### config.mk
export PLATFORM = sky130hd
export DESIGN_NAME = seg7_reader_flat
export DESIGN_NICKNAME = d
export VERILOG_FILES = /design/src/rtl/seg7_pkg.sv /design/src/rtl/seg7_reader_if.sv /design/src/rtl/seg7_pattern_decode.sv /design/src/rtl/seg7_reader.sv /design/src/flat_wrapper.sv
export SDC_FILE = /design/constraint.sdc
export NUM_CORES = 1
export LEC_CHECK = 0
export BUFFER_PORTS_ARGS = -buffer_cell sky130_fd_sc_hd__buf_2
export CAP_MARGIN = 40
export CORE_MARGIN = 3
export CORE_UTILIZATION = 40
export DETAILED_ROUTE_END_ITERATION = 8
export HOLD_SLACK_MARGIN = 0.05
export PLACE_DENSITY = 0.61
export SLEW_MARGIN = 20
export SYNTH_ARGS = -nofsm -noshare
export SYNTH_HDL_FRONTEND = slang
export SYNTH_HIERARCHICAL = 1
export SYNTH_SLANG_ARGS = --single-unit
### constraint.sdc
create_clock -name clk -period 2.66 [get_ports clk]
set_clock_uncertainty 0.05 [all_clocks]
set_input_delay 0.532 -clock clk [delete_from_list [all_inputs] [get_ports clk]]
set_output_delay 0.532 -clock clk [all_outputs]
set_load 0.05 [all_outputs]
### src/rtl/seg7_pkg.sv
// seg7_pkg: segment-pattern constants and shared types for the seven-segment reader
package seg7_pkg;
  typedef logic [6:0] seg_t;
  typedef logic [3:0] nibble_t;
  localparam seg_t SEG_0 = 7'b1000000;
  localparam seg_t SEG_1 = 7'b1111001;
  localparam seg_t SEG_2 = 7'b0100100;
  localparam seg_t SEG_3 = 7'b0110000;
  localparam seg_t SEG_4 = 7'b0011001;
  localparam seg_t SEG_5 = 7'b0010010;
  localparam seg_t SEG_6 = 7'b0000010;
  localparam seg_t SEG_7 = 7'b1111000;
  localparam seg_t SEG_8 = 7'b0000000;
  localparam seg_t SEG_9 = 7'b0010000;
  localparam seg_t SEG_A = 7'b0001000;
  localparam seg_t SEG_B = 7'b0000011;
  localparam seg_t SEG_C = 7'b1000110;
  localparam seg_t SEG_D = 7'b0100001;
  localparam seg_t SEG_E = 7'b0000110;
  localparam seg_t SEG_F = 7'b0001110;
  localparam seg_t SEG_PAT [16] = '{SEG_0, SEG_1, SEG_2, SEG_3, SEG_4, SEG_5, SEG_6, SEG_7,
                                    SEG_8, SEG_9, SEG_A, SEG_B, SEG_C, SEG_D, SEG_E, SEG_F};
endpackage

### src/rtl/seg7_reader_if.sv
// seg7_reader_if: decoded-frame output bus (value/err/out_valid/overrun out, out_ready in; dp with SEG7_READER_DP_EN)
interface seg7_reader_if #(parameter int NDIG = 4);
  logic [4*NDIG-1:0] value;
  logic [NDIG-1:0]   err;
  logic              out_valid;
  logic              out_ready;
  logic              overrun;
`ifdef SEG7_READER_DP_EN
  logic [NDIG-1:0]   dp;
  modport master (input out_ready, output value, err, out_valid, overrun, dp);
  modport slave  (output out_ready, input value, err, out_valid, overrun, dp);
`else
  modport master (input out_ready, output value, err, out_valid, overrun);
  modport slave  (output out_ready, input value, err, out_valid, overrun);
`endif
endinterface

### src/rtl/seg7_pattern_decode.sv
// seg7_pattern_decode: active-low segment pattern (seg_n) to nibble; err flags patterns not in the table
module seg7_pattern_decode
  import seg7_pkg::*;
(
  input  seg_t    seg_n,
  output nibble_t nibble,
  output logic    err
);
  always_comb begin
    nibble = '0;
    err    = 1'b1;
    for (int i = 0; i < 16; i++)
      if (seg_n == SEG_PAT[i]) begin
        nibble = nibble_t'(i);
        err    = 1'b0;
      end
  end
endmodule

### src/rtl/seg7_reader.sv
// seg7_reader: samples a multiplexed 7-segment display and emits decoded frames
//   clk, rst     : rising-edge clock, synchronous active-high reset
//   seg_n        : active-low segments, bit0=a .. bit6=g
//   dig_en       : one-hot digit select
//   bus (master) : value/err/out_valid/overrun out, out_ready in
//   SEG7_READER_DP_EN adds dp_n input and bus.dp output
module seg7_reader
  import seg7_pkg::*;
#(
  parameter int STABLE_CYC = 4,
  parameter int NDIG       = 4
) (
  input  logic            clk,
  input  logic            rst,
  input  seg_t            seg_n,
`ifdef SEG7_READER_DP_EN
  input  logic            dp_n,
`endif
  input  logic [NDIG-1:0] dig_en,
  seg7_reader_if.master   bus
);
  localparam logic [7:0] LAST = 8'(STABLE_CYC - 1);
  localparam logic [7:0] PRE  = 8'(STABLE_CYC - 2);
  seg_t              prev_seg;
  logic [NDIG-1:0]   prev_dig, seen, stage_err;
  logic [4*NDIG-1:0] stage_val;
  logic [7:0]        stab_cnt;
  logic              armed, onehot, same, dp_same, cap, done, bad;
  nibble_t           nibble;
  seg7_pattern_decode u_dec (.seg_n(seg_n), .nibble(nibble), .err(bad));
`ifdef SEG7_READER_DP_EN
  logic            prev_dp;
  logic [NDIG-1:0] stage_dp;
  assign dp_same = dp_n == prev_dp;
`else
  assign dp_same = 1'b1;
`endif
  always_comb begin
    onehot = |dig_en && ~|(dig_en & (dig_en - 1'b1));
    same   = onehot && seg_n == prev_seg && dig_en == prev_dig && dp_same;
    // armed drops after a capture so a held digit is taken only once per visit
    cap    = same && stab_cnt == PRE && armed;
    done   = &seen;
  end
  always_ff @(posedge clk) begin
    if (rst) begin
      prev_seg      <= 7'h7F;
      prev_dig      <= '0;
      stab_cnt      <= '0;
      armed         <= 1'b1;
      seen          <= '0;
      stage_val     <= '0;
      stage_err     <= '0;
      bus.value     <= '0;
      bus.err       <= '0;
      bus.out_valid <= 1'b0;
      bus.overrun   <= 1'b0;
    end else begin
      prev_seg <= seg_n;
      prev_dig <= dig_en;
      stab_cnt <= !same ? '0 : stab_cnt == LAST ? stab_cnt : stab_cnt + 1'b1;
      armed    <= dig_en != prev_dig ? 1'b1 : cap ? 1'b0 : armed;
      for (int i = 0; i < NDIG; i++)
        if (cap && dig_en[i]) begin
          stage_val[4*i +: 4] <= nibble;
          stage_err[i]        <= bad;
        end
      seen <= (done ? '0 : seen) | (cap ? dig_en : '0);
      if (done && (!bus.out_valid || bus.out_ready)) begin
        bus.out_valid <= 1'b1;
        bus.value     <= stage_val;
        bus.err       <= stage_err;
      end else begin
        if (done) bus.overrun <= 1'b1;
        if (bus.out_ready) bus.out_valid <= 1'b0;
      end
    end
  end
`ifdef SEG7_READER_DP_EN
  always_ff @(posedge clk) begin
    if (rst) begin
      prev_dp  <= 1'b1;
      stage_dp <= '0;
      bus.dp   <= '0;
    end else begin
      prev_dp <= dp_n;
      for (int i = 0; i < NDIG; i++)
        if (cap && dig_en[i]) stage_dp[i] <= ~dp_n;
      if (done && (!bus.out_valid || bus.out_ready)) bus.dp <= stage_dp;
    end
  end
`endif
endmodule
### src/flat_wrapper.sv
// flat-port wrapper written by rule: the top's interface ports become plain ports
module seg7_reader_flat import seg7_pkg::*;
#(
  parameter int STABLE_CYC = 4,
  parameter int NDIG       = 4
)
  (clk, rst, seg_n, dig_en, bus_out_ready, bus_value, bus_err, bus_out_valid, bus_overrun);
  seg7_reader_if #(.NDIG(NDIG)) bus_i ();
  input  logic clk;
  input  logic rst;
  input  seg_t seg_n;
  input  logic [NDIG-1:0] dig_en;
  input wire logic [$bits(bus_i.out_ready)-1:0] bus_out_ready;
  output wire logic [$bits(bus_i.value)-1:0] bus_value;
  output wire logic [$bits(bus_i.err)-1:0] bus_err;
  output wire logic [$bits(bus_i.out_valid)-1:0] bus_out_valid;
  output wire logic [$bits(bus_i.overrun)-1:0] bus_overrun;
  assign bus_i.out_ready = bus_out_ready;
  assign bus_value = bus_i.value;
  assign bus_err = bus_i.err;
  assign bus_out_valid = bus_i.out_valid;
  assign bus_overrun = bus_i.overrun;
  seg7_reader #(.STABLE_CYC(STABLE_CYC), .NDIG(NDIG)) u_core (.clk(clk), .rst(rst), .seg_n(seg_n), .dig_en(dig_en), .bus(bus_i));
endmodule
[Yosys cells after proc, flatten, opt, wreduce, memory -nomap -nowiden]
Index checks and enable logic that the tools add are counted.
Widths: inputs -> output; s select.
Operators by class
  equal/unequal tests: 20
  bitwise operators: 4
  $mul: 0
  div/mod/pow operators: 0
  muxes and demuxes: 35
  reduce and logical (&&, ||, !) cells: 21
  $lt $le $gt $ge: 0
  shift-type cells: 0
  $add $sub $neg: 2
Operator list (number)
  $mux 4: 16
  $eq 7x7->1 const B: 4
  $eq 7x5->1 const B: 3
  $eq 7x6->1 const B: 3
  $mux 1: 19
  $eq 8x2->1 const B: 2
  $eq 7x2->1 const B: 2
  $eq 7x4->1 const B: 2
  $logic_and 1x1->1: 10
  $add 8x1->8 const B: 1
  $reduce_or 4->1: 2
  $eq 7x3->1 const B: 1
  $eq 7x7->1: 1
  $logic_not 7->1: 1
  $reduce_and 5->1: 1
  $and 4x4->4: 1
  $eq 4x4->1: 1
  $ne 4x4->1: 1
  $or 4x4->4: 1
  $reduce_and 4->1: 1
  $reduce_or 2->1: 2
  $sub 4x1->4 const B: 1
  $logic_not 1->1: 2
  $not 1->1: 2
  2 further kinds: 2
Word-level totals
  bits in registers: 66
  word-level logic and storage cells: 99
  output and inout port bits: 22
  bits in writable memories: 0
  bits in latches: 0
  memory bits (read-only): 0
  memories: 0

[Longest topological paths before layout]
  depth after elaboration: 17
  depth in mapped cells: 7

[Modules after synthesis]
The synthesis kept the hierarchy.
By module, submodules not included
  seg7_reader: times used 1, cells an instance 281, area each 2615.0 sq um
  seg7_pattern_decode: times used 1, cells an instance 53, area each 400.4 sq um

[Worst setup path before layout]
OpenSTA, ideal clock, no wires.
  path type: input to register
  start point: input port seg_n[6]
  end point: register u_core.stage_val[11]
  stages on the path: 6
  setup time: 0.121 ns
  buffers on the path: 1
  required time: 2.489 ns
  data arrival time: 1.999 ns
  path slack: 0.491 ns
  cells stage by stage: xor2_1 > a2111oi_0 > nand4_1 > or4_1 > buf_6 > mux2i_1
Between the ends
  longest elaborated chain between the ends: 14
  elaborated cells between the ends (all ways): 32
  classes of those cells: eq/ne: 13; mux: 13; reduce/logical: 6
RTL lines
  start, declared: line flat_wrapper.sv:11  | input seg_t seg_n;
  $eq 7x6->1: line seg7_pattern_decode.sv:13  | if (seg_n == SEG_PAT[i]) begin
  $mux 4 (13 in a row): line seg7_pattern_decode.sv:13
  end signal, assigned by index: line seg7_reader.sv:65  | stage_val[4*i +: 4] <= nibble;
  end, declared: line seg7_reader.sv:26  | logic [4*NDIG-1:0] stage_val;
Parallel ways exist; a longest one is shown, timed or not.
A chain may end at the register's enable or synchronous reset.

[Worst setup path after layout]
  start point: register u_core.prev_seg[6]
  end point: register u_core.stage_val[3]
Between the ends
  longest elaborated chain between the ends: 6
RTL lines
  start, declared: line seg7_reader.sv:24  | seg_t prev_seg;
  start signal, assigned: line seg7_reader.sv:59  | prev_seg <= seg_n;
  $eq 7x7->1: line seg7_reader.sv:40  | same = onehot && seg_n == prev_seg && dig_en == prev_dig && dp_same;
  $logic_and 1x1->1 (2 in a row): line seg7_reader.sv:40
  $logic_and 1x1->1 (2 in a row): line seg7_reader.sv:42  | cap = same && stab_cnt == PRE && armed;
  $logic_and 1x1->1: line seg7_reader.sv:64  | if (cap && dig_en[i]) begin
Every way passes these cells.

==> flow_summary.yaml <==
status:
  status: "completed"
yosys:
  synth_edf_count: 0
  async_flop_share_pct: 0
  yosysMostFrequentCell: "dfxtp_1"
  synthDistinctLibCells: 50
  synth_seq_area_share_pct: 43.8
  synthTopCellsByCount: "dfxtp_1, nand2_1, nand2b_1, a21oi_1, mux2i_1"
  ys.flop_type: "dfxtp_1"
  syn_nets: 350
  synth_area_leaders: "dfxtp_1, nand2_1, mux2i_1, nand2b_1, a21oi_1"
  yosys.area.top_type: "dfxtp_1"
  yosysWarnings: 6
  avgSynthCellArea_sq_um: 9.03
  synthesis.instances: 334
  synth_top_area_share_pct: 43.8
  synth-seq-cells: 66
  syn-cell-area_sq_um: 3020
critical_path:
  path_cells: "xor2_1 -> a2111oi_0 -> nand4_1 -> or4_1 -> mux2i_1"
  startpoint_type: "flop"
  endpoint_kind: "flop"
  slowest_stage: "or4_1"
  critPathKind: "flop to flop"
  r2r_setup_slack_ps: 430
  cp.required_ps: 2830
  cp_max_fo: 6
  cp.arrival_ps: 2400
  cpPeakStageDelay_ps: 740
timing:
  fin_crit_ps: 2230
  fin_crit_sh_pct: 83.9
  worstMarginPinSlew_ps: 721
  report.final.hold_viol_count: 0
  max_freq_mhz: 448
  final_critical_path_setup_slack_ps: 429
  finalSetupViolCount: 0
  maxSlewViolCount: 0
  rsz0062_at_grt: "false"
  hold_ws_ps: 403
  setup_tns_ps: 0
  relSlewSlack_pct: 51.9
global_routing:
  grt_pass1_vias: 2158
  grt_max_degree: 38
  grt_pass1_wl_mm: 10.4
  met1_usage_pct: 20.1
  antenna_found_initial: 0
  grt-ovfl-total: 0
  globalRouteMet3Util_pct: 3.17
  busiest_layer: "met2"
  use_met2_pct: 23.3
  grt_use_total_pct: 15.2
place:
  placed_cell_area_sq_um: 3250
  port_buffers: 35
  place_ws_ps: 118
  hpwl_mm: 4.23
  gp_congestion: 0.767
clocking:
  numCtsBuffers: 9
  h-tree-depth: 3
  root_buffer: "clkbuf_8"
  cts_max_path_buffers: 2
  clk_pin_slew_worst_paths_ps: 80
  post_cts_buffers: 0
  clk_latency_ps: 340
  cts_tree: "yes"
  postCtsHoldBufs: 0
  cts.sink_count: 66
  cts_resized: 0
power_and_ir_drop:
  vdd_drop_max_uv: 261
  power.switching_w: 0.000465
  sequentialPowerShare_pct: 50.8
  p_int_w: 0.00150
  power_w: 0.00197
  power_leakage_nw: 1.39
  power_density_nw_per_um2: 570
  clkPwrFrac_pct: 43.0
  power_frac_comb_pct: 6.1
  netSwitchingFraction_pct: 23.6
die:
  core-area_sq_um: 7290
  die_h_um: 92.8
  pin_count: 36
  die_area_sq_um: 8620
  std_cell_rows: 31
  start_util_pct: 41.4
  die_x_um: 92.8
route:
  drc: 0
  first_iter_violations: 68
  dr.pass1.iters: 4
  wl_mm: 6.03
  ant_nets: 0
  vias: 2296
  vias_per_cell: 4.85
  avgRoutedWirePerCell_um: 12.8
worst_hold_path:
  hold_path.class: "flop to flop"
layout:
  area_growth_pct: 14.6
  postLayoutCellArea_sq_um: 3450
  drive_above_1_share_pct: 23.0
  fin_nets: 385
  num_antenna_cells: 0
flow_run:
  maxCapViolCount: 0
[worst max-delay path: cells and delay by family, from the launching register on]
kind            cells  cell delay, ps
simple gates        2            1010
compound gates      1             400
flops               1             310
mux                 1             180
xor+xnor            1             160
[metrics by stage]
step / util (%) / instances
after detailed placement: 44.6 / 457
final: 47.4 / 473
after CTS: 47.4 / 473
after global routing: 47.4 / 473
after global placement: 44.6 / 457
after floorplan: - / 334
[power by group through the flow]
| stage | clock network [W] | logic, W | registers (W) |
|---|---|---|---|
| CTS | 0.000881 | 0.000122 | 0.00100 |
| floorplan | 0 | 0.0000853 | 0.00102 |
| global placement | 0 | 0.000120 | 0.00102 |
| finish | 0.000848 | 0.000121 | 0.00100 |
| global route | 0.000930 | 0.000136 | 0.00100 |
| detailed placement | 0 | 0.000122 | 0.00102 |
[layout by cell type, fill, tap and decap left out, types with 3 or more instances in the layout]
master | netlist | layout
inv_1 | 5 | 5
clkbuf_8 | 0 | 10
xnor2_1 | 6 | 6
dfxtp_1 | 66 | 66
buf_4 | 3 | 11
mux2i_1 | 21 | 21
nor2b_1 | 8 | 8
a21oi_1 | 28 | 28
o21ai_1 | 3 | 3
clkinvlp_4 | 0 | 3
xor2_1 | 11 | 11
nor2_1 | 14 | 14
nand2b_1 | 29 | 29
nand2_1 | 58 | 58
or4_1 | 4 | 4
nand3_1 | 4 | 4
nand4_1 | 5 | 5
or2_2 | 8 | 8
buf_2 | 0 | 35
or3_1 | 3 | 3
[logic make-up after synthesis]
family	count (synthesis)	share of synthesized area [%]
buf+inv	29	5.73
flops	66	43.8
simple gates	151	27.5
mux	22	7.34
fa+ha+maj	2	0.830
xor+xnor	17	4.94
compound gates	47	9.83
[layout make-up]
class,instances,area (sq um)
Multi-Input combinational cell,239,1520
Tap cell,99,124
Inverter,7,26.3
Sequential cell,66,1320
Clock inverter,6,66.3
Timing Repair Buffer,46,258
Fill cell,773,3840
Clock buffer,10,138
[flip-flops by register name, summed over array words and instances (netlist names), 4 cells and up]
| name | count |
|---|---|
| u_core/stage_val | 16 |
| u_core/stage_err | 4 |
| u_core/prev_seg | 7 |
| u_core/seen | 4 |
| u_core/bus.err | 4 |
| u_core/bus.value | 16 |
| u_core/stab_cnt | 8 |
| u_core/prev_dig | 4 |
[per-layer routing]
| layer | part of all wire [%] | up-vias |
|---|---|---|
| met5 | 0 | - |
| met2 | 45 | 41 |
| met1 | 49 | 1045 |
| met4 | 1.6 | 0 |
| li1 | - | 1202 |
| met3 | 4.4 | 8 |
[final timing paths]
check | from | endpoint | cells after the start
worst max register to register | u_core/prev_seg[6] | u_core/stage_val[3] | 5
worst min-delay path | u_core/bus.value[5] | u_core/bus.value[5] | 2
worst max-delay path | u_core/prev_seg[6] | u_core/stage_val[3] | 5
worst min register to register | u_core/bus.value[5] | u_core/bus.value[5] | 2
Power figures use the tool's default switching activity.
